[src/rtl/adpll_lock_det_5bit.sv]
// Frequency lock detector for an ADPLL: counts feedback edges over a window of
// 2^WIN_LOG2 reference edges and tracks lock through a small debounce FSM.
module adpll_lock_det_5bit #(
  parameter int WIN_LOG2 = 4
) (
  input  logic       clk,
  input  logic       reset,
  input  logic       en,
  input  logic       clk_ref,
  input  logic       fb_clk,
  input  logic [4:0] tol,
  input  logic [4:0] lock_thresh,
  output logic [7:0] fb_count,
  output logic [4:0] freq_err,
  output logic       freq_err_sign,
  output logic       meas_valid,
  output logic       locked,
  output logic       lock_lost
);

  localparam logic [2:0] S_IDLE   = 3'd0;
  localparam logic [2:0] S_SYNC   = 3'd1;
  localparam logic [2:0] S_ACQ    = 3'd2;
  localparam logic [2:0] S_LOCKED = 3'd3;
  localparam logic [2:0] S_HOLD   = 3'd4;

  localparam logic [8:0]          WIN_EDGES = 9'd1 << WIN_LOG2;
  localparam logic [WIN_LOG2-1:0] REF_LAST  = '1;

  logic [2:0]          r_ref_sync;
  logic [2:0]          r_fb_sync;
  logic [WIN_LOG2-1:0] r_ref_cnt;
  logic [7:0]          r_fb_cnt;
  logic [4:0]          r_good_cnt;
  logic [2:0]          r_state;

  logic                w_ref_rise;
  logic                w_fb_rise;
  logic                w_close;
  logic [7:0]          w_fb_total;
  logic [8:0]          w_total9;
  logic                w_under;
  logic [8:0]          w_diff;
  logic [4:0]          w_err;
  logic                w_good;
  logic [4:0]          w_thresh;
  logic [5:0]          w_good_inc;
  logic [2:0]          w_state_next;
  logic [4:0]          w_good_next;
  logic                w_lost_next;

  // Bits [1:0] are the metastability pair, bit [2] is the edge history.
  always_ff @(posedge clk or negedge reset) begin
    if (!reset) begin
      r_ref_sync <= 3'b000;
      r_fb_sync  <= 3'b000;
    end else begin
      r_ref_sync <= {r_ref_sync[1:0], clk_ref};
      r_fb_sync  <= {r_fb_sync[1:0], fb_clk};
    end
  end

  assign w_ref_rise = r_ref_sync[1] & ~r_ref_sync[2];
  assign w_fb_rise  = r_fb_sync[1] & ~r_fb_sync[2];

  // An fb edge landing on the closing ref edge belongs to the closing window.
  assign w_fb_total = (w_fb_rise && (r_fb_cnt != 8'hFF)) ? r_fb_cnt + 8'd1 : r_fb_cnt;
  assign w_close    = en && w_ref_rise && (r_ref_cnt == REF_LAST);

  assign w_total9   = {1'b0, w_fb_total};
  assign w_under    = w_total9 < WIN_EDGES;
  assign w_diff     = w_under ? (WIN_EDGES - w_total9) : (w_total9 - WIN_EDGES);
  assign w_err      = (w_diff > 9'd31) ? 5'd31 : w_diff[4:0];
  assign w_good     = w_err <= tol;
  assign w_thresh   = (lock_thresh == 5'd0) ? 5'd1 : lock_thresh;
  assign w_good_inc = {1'b0, r_good_cnt} + 6'd1;

  always_comb begin
    w_state_next = r_state;
    w_good_next  = r_good_cnt;
    w_lost_next  = 1'b0;
    if (!en) begin
      w_state_next = S_IDLE;
      w_good_next  = 5'd0;
    end else begin
      case (r_state)
        S_IDLE: begin
          w_state_next = S_SYNC;
        end
        S_SYNC: begin
          if (w_close) w_state_next = S_ACQ;
        end
        S_ACQ: begin
          if (w_close) begin
            if (!w_good) begin
              w_good_next = 5'd0;
            end else if (w_good_inc >= {1'b0, w_thresh}) begin
              w_state_next = S_LOCKED;
              w_good_next  = 5'd0;
            end else begin
              w_good_next = w_good_inc[4:0];
            end
          end
        end
        S_LOCKED: begin
          if (w_close && !w_good) w_state_next = S_HOLD;
        end
        S_HOLD: begin
          if (w_close) begin
            if (w_good) begin
              w_state_next = S_LOCKED;
            end else begin
              w_state_next = S_ACQ;
              w_good_next  = 5'd0;
              w_lost_next  = 1'b1;
            end
          end
        end
        default: begin
          w_state_next = S_IDLE;
          w_good_next  = 5'd0;
        end
      endcase
    end
  end

  always_ff @(posedge clk or negedge reset) begin
    if (!reset) begin
      r_ref_cnt <= '0;
      r_fb_cnt  <= 8'd0;
    end else if (!en) begin
      r_ref_cnt <= '0;
      r_fb_cnt  <= 8'd0;
    end else begin
      if (w_ref_rise) r_ref_cnt <= r_ref_cnt + 1'b1;
      r_fb_cnt <= w_close ? 8'd0 : w_fb_total;
    end
  end

  // Measurement outputs keep their last value while disabled.
  always_ff @(posedge clk or negedge reset) begin
    if (!reset) begin
      fb_count      <= 8'd0;
      freq_err      <= 5'd0;
      freq_err_sign <= 1'b0;
      meas_valid    <= 1'b0;
    end else begin
      meas_valid <= w_close;
      if (w_close) begin
        fb_count      <= w_fb_total;
        freq_err      <= w_err;
        freq_err_sign <= w_under;
      end
    end
  end

  always_ff @(posedge clk or negedge reset) begin
    if (!reset) begin
      r_state    <= S_IDLE;
      r_good_cnt <= 5'd0;
      locked     <= 1'b0;
      lock_lost  <= 1'b0;
    end else begin
      r_state    <= w_state_next;
      r_good_cnt <= w_good_next;
      locked     <= (w_state_next == S_LOCKED) || (w_state_next == S_HOLD);
      lock_lost  <= w_lost_next;
    end
  end

endmodule

[config.mk]
export PLATFORM = sky130hd
export DESIGN_NAME = adpll_lock_det_5bit
export DESIGN_NICKNAME = d
export VERILOG_FILES = /design/src/rtl/adpll_lock_det_5bit.sv
export SDC_FILE = /design/constraint.sdc
export NUM_CORES = 1
export LEC_CHECK = 0
export ABC_AREA = 1
export CORE_ASPECT_RATIO = 1.2
export CORE_MARGIN = 2
export CORE_UTILIZATION = 60
export DETAILED_ROUTE_END_ITERATION = 7
export HOLD_SLACK_MARGIN = 0.05
export PLACE_DENSITY_LB_ADDON = 0.05
export SLEW_MARGIN = 25
export SYNTH_ARGS = -nofsm -noshare
export SYNTH_HDL_FRONTEND = slang
export SYNTH_SLANG_ARGS = --single-unit
[constraint.sdc]
create_clock -name clk -period 9.9 [get_ports clk]
set_input_delay 1.485 -clock clk [delete_from_list [all_inputs] [get_ports clk]]
set_output_delay 1.485 -clock clk [all_outputs]
set_load 0.005 [all_outputs]
==> out/results.tsv <==
metric	value	unit
Seq/Total Area, Yosys	0.4057	
TritonCTS clock tree	done	
initial antenna violation count	0	
Unique masters post-synth	34	
cell area after synthesis	2653	sq um
Max Freq	267.2	MHz
total die area	4971	sq um
total core area	4262	sq um
antenna-violating nets left	0	
DR DRC count	0	
highest routed layer	met4	
WS Path Type	register to register	
Top Family by Delay on Critical Path	simple AND/OR/NAND/NOR gates	
max-cap viol count	0	
Yosys top cell area share	0.4057	
root buf cell	clkbuf_8	
share of layout cells above drive strength 1	0.09524	
Post-CTS Hold Buffers	0	
Final Setup Violations	0	
Slowest cell on crit path	dfrtp_1	
Buf+Inv Stages, Crit Path	2	
Pwr Density	129.7	nW/um^2
Yosys reg bits	43	
Setup crit end kind	register	
Ys Warns	0	
CP most frequent cell	nand2_1	
top post-synthesis cells by area	dfrtp_1, nand2_1, ha_1	
post-DP HPWL	4.116	mm
Final Wtd Congestion	0.8616	
first-pass GRT wire length	9.542	mm
Slowest Stage Delay on Critical Path	0.44	ns
starting density of the core	0.6224	
outcome	complete, no violations	
Clk Latency, worst-skew pair	0.29	ns
met1 wire length	2.239	mm
ys async rst share	1.000	
area grow syn2layout	18.21	%
setup repair bufs after CTS	0	
setup TNS	0	ns
met2 wire len	2.926	mm
CTS H-tree depth	2	
Min Clock Period, post-route	3.743	ns
CP startpoint kind	register	
Ant. Diodes	0	
Final Skew	0.005451	ns
Crit Path Max Fanout	10	
die width	64.70	um
total nets after synthesis	375	
Worst Max-Slew Pin Slew	0.5229	ns
hold slack final	0.3566	ns
main flop type after synthesis	dfrtp_1	
Worst Hold Class	register to register	
Mean Syn Cell Area	7.711	sq um
largest net degree at the start of global routing	44	
drt first-iter violations	149	
Pins Over Slew Limit	0	
hold violation count in the final report	0	
max_slew headroom	0.6514	
I/O pin total	32	
post-synth top area cell	dfrtp_1	
GRT overflow	0	
post-CTS sizing	0	
fin nets	408	
Post-synth EDFFs	0	
Via Count	2289	
commonest non-fill, non-tap cell in the layout	nand2_1	
Total GRT Usage	0.2445	
Final period util	0.3781	
Via density	5.274	
Longest Clk Path Bufs	2	
Die H	76.84	um
Synth Instances	344	
CTS buffer count	5	
Core Rows	26	
RSZ-0062 raised after global routing	false	
Worst Path Arrival	3.95	ns
WP data required	10.11	ns
DR WL met3	147	um
vias in the first global route	2201	
worst-path cell chain	ha_1 -> inv_2 -> nor2_4 -> nand2_4 -> nand4_1 -> nand2_2 -> ha_1 -> inv_1 -> nor2_1 -> nand2_1 -> nand2_1 -> a21oi_4 -> nand3_2 -> ha_1 -> a21oi_1 -> o221ai_1 -> nand2_1 -> nand2_1 -> nor3_1 -> nand3_1 -> o21ai_0	
clk slew on worst S/H paths	0.08	ns
WL final	5.411	mm
Worst VDD drop	97.58	uV
Leak Pwr	1.586	nW
clk sinks	43	
drt wl/cell	12.47	um
Port Buffers	31	
most frequent cells in the layout	nand2_1, inv_1, dfrtp_1	
DRT Pass-1 Iters	4	
## metal layers
metal,up-vias,global-route usage
met5,-,0
met4,0,0.07021
met3,12,0.04545
met2,39,0.4458
met1,1083,0.2889
li1,1155,-
## cell type report
cell class	count	area, sq um
Timing Repair Buffer	32	315.3
Fill cell	351	1126
Clock inverter	2	60.06
Tap cell	56	70.07
Sequential cell	43	1076
Clock buffer	6	72.57
Inverter	51	191.4
Multi-Input combinational cell	244	1350
## cell families after synthesis
logic type	after synthesis	share of synthesized area
adders and majority gates	16	0.07547
and+or+nand+nor	181	0.3226
AOI/OAI and AO/OA	42	0.09434
xor gates and xnor gates	5	0.01651
DFF	43	0.4057
buffers and inverters	57	0.08537
## synth_stat cells (2+ instances only)
cell type  number
nand2_2         4
nor3_1          4
o22ai_1         3
inv_1          45
a21oi_1         9
nor2_1         33
dfrtp_1        43
o21ai_1         2
nand4_1         5
nand2_1        97
clkbuf_1        2
nand2_4         4
inv_2           6
nand3_1        22
ha_1           16
nor2_4          3
buf_4           3
xor2_1          4
o21ai_0        20
nand3_2         4
a22oi_1         2
## report_power, final
| group | total [mW] | internal, mW | switching, mW |
|---|---|---|---|
| sequential | 0.184 | 0.181 | 0.00358 |
| clock | 0.159 | 0.101 | 0.0581 |
| combinational | 0.0636 | 0.0262 | 0.0374 |
| total | 0.407 | 0.308 | 0.0991 |
## worst paths after layout
check | endpoint | start | depth (start not counted) | slack (ns)
min | r_ref_sync[1] | r_ref_sync[0] | 0 | 0.36
max reg2reg | r_good_cnt[1] | r_fb_cnt[0] | 21 | 6.16
max | r_good_cnt[1] | r_fb_cnt[0] | 21 | 6.16
max in group asynchronous | r_fb_cnt[1] | reset | 1 | 8.38
min in group asynchronous | r_ref_sync[0] | reset | 1 | 1.16
min reg2reg | r_ref_sync[1] | r_ref_sync[0] | 0 | 0.36
## sequential cells by signal (all words and copies together), names as in the netlist
register	flops
r_ref_cnt	4
r_good_cnt	5
freq_err	5
r_fb_cnt	8
freq_err_sign	1
meas_valid	1
r_fb_sync	3
r_state	3
locked	1
fb_count	8
lock_lost	1
r_ref_sync	3
## metrics by stage
step                instance area [sq um]  instances  worst slack (ns)  total power, mW    util
floorplan                            2653        344             6.737           0.2284       -
global placement                     3000        426             6.194           0.2489  0.7041
detailed placement                   3000        426             6.133           0.2507  0.7041
CTS                                  3133        434             6.159           0.4099  0.7352
global route                         3136        434             5.752           0.4283  0.7358
finish                               3136        434             6.157           0.4066  0.7358
Note: power is estimated with default switching activity, not from simulation.
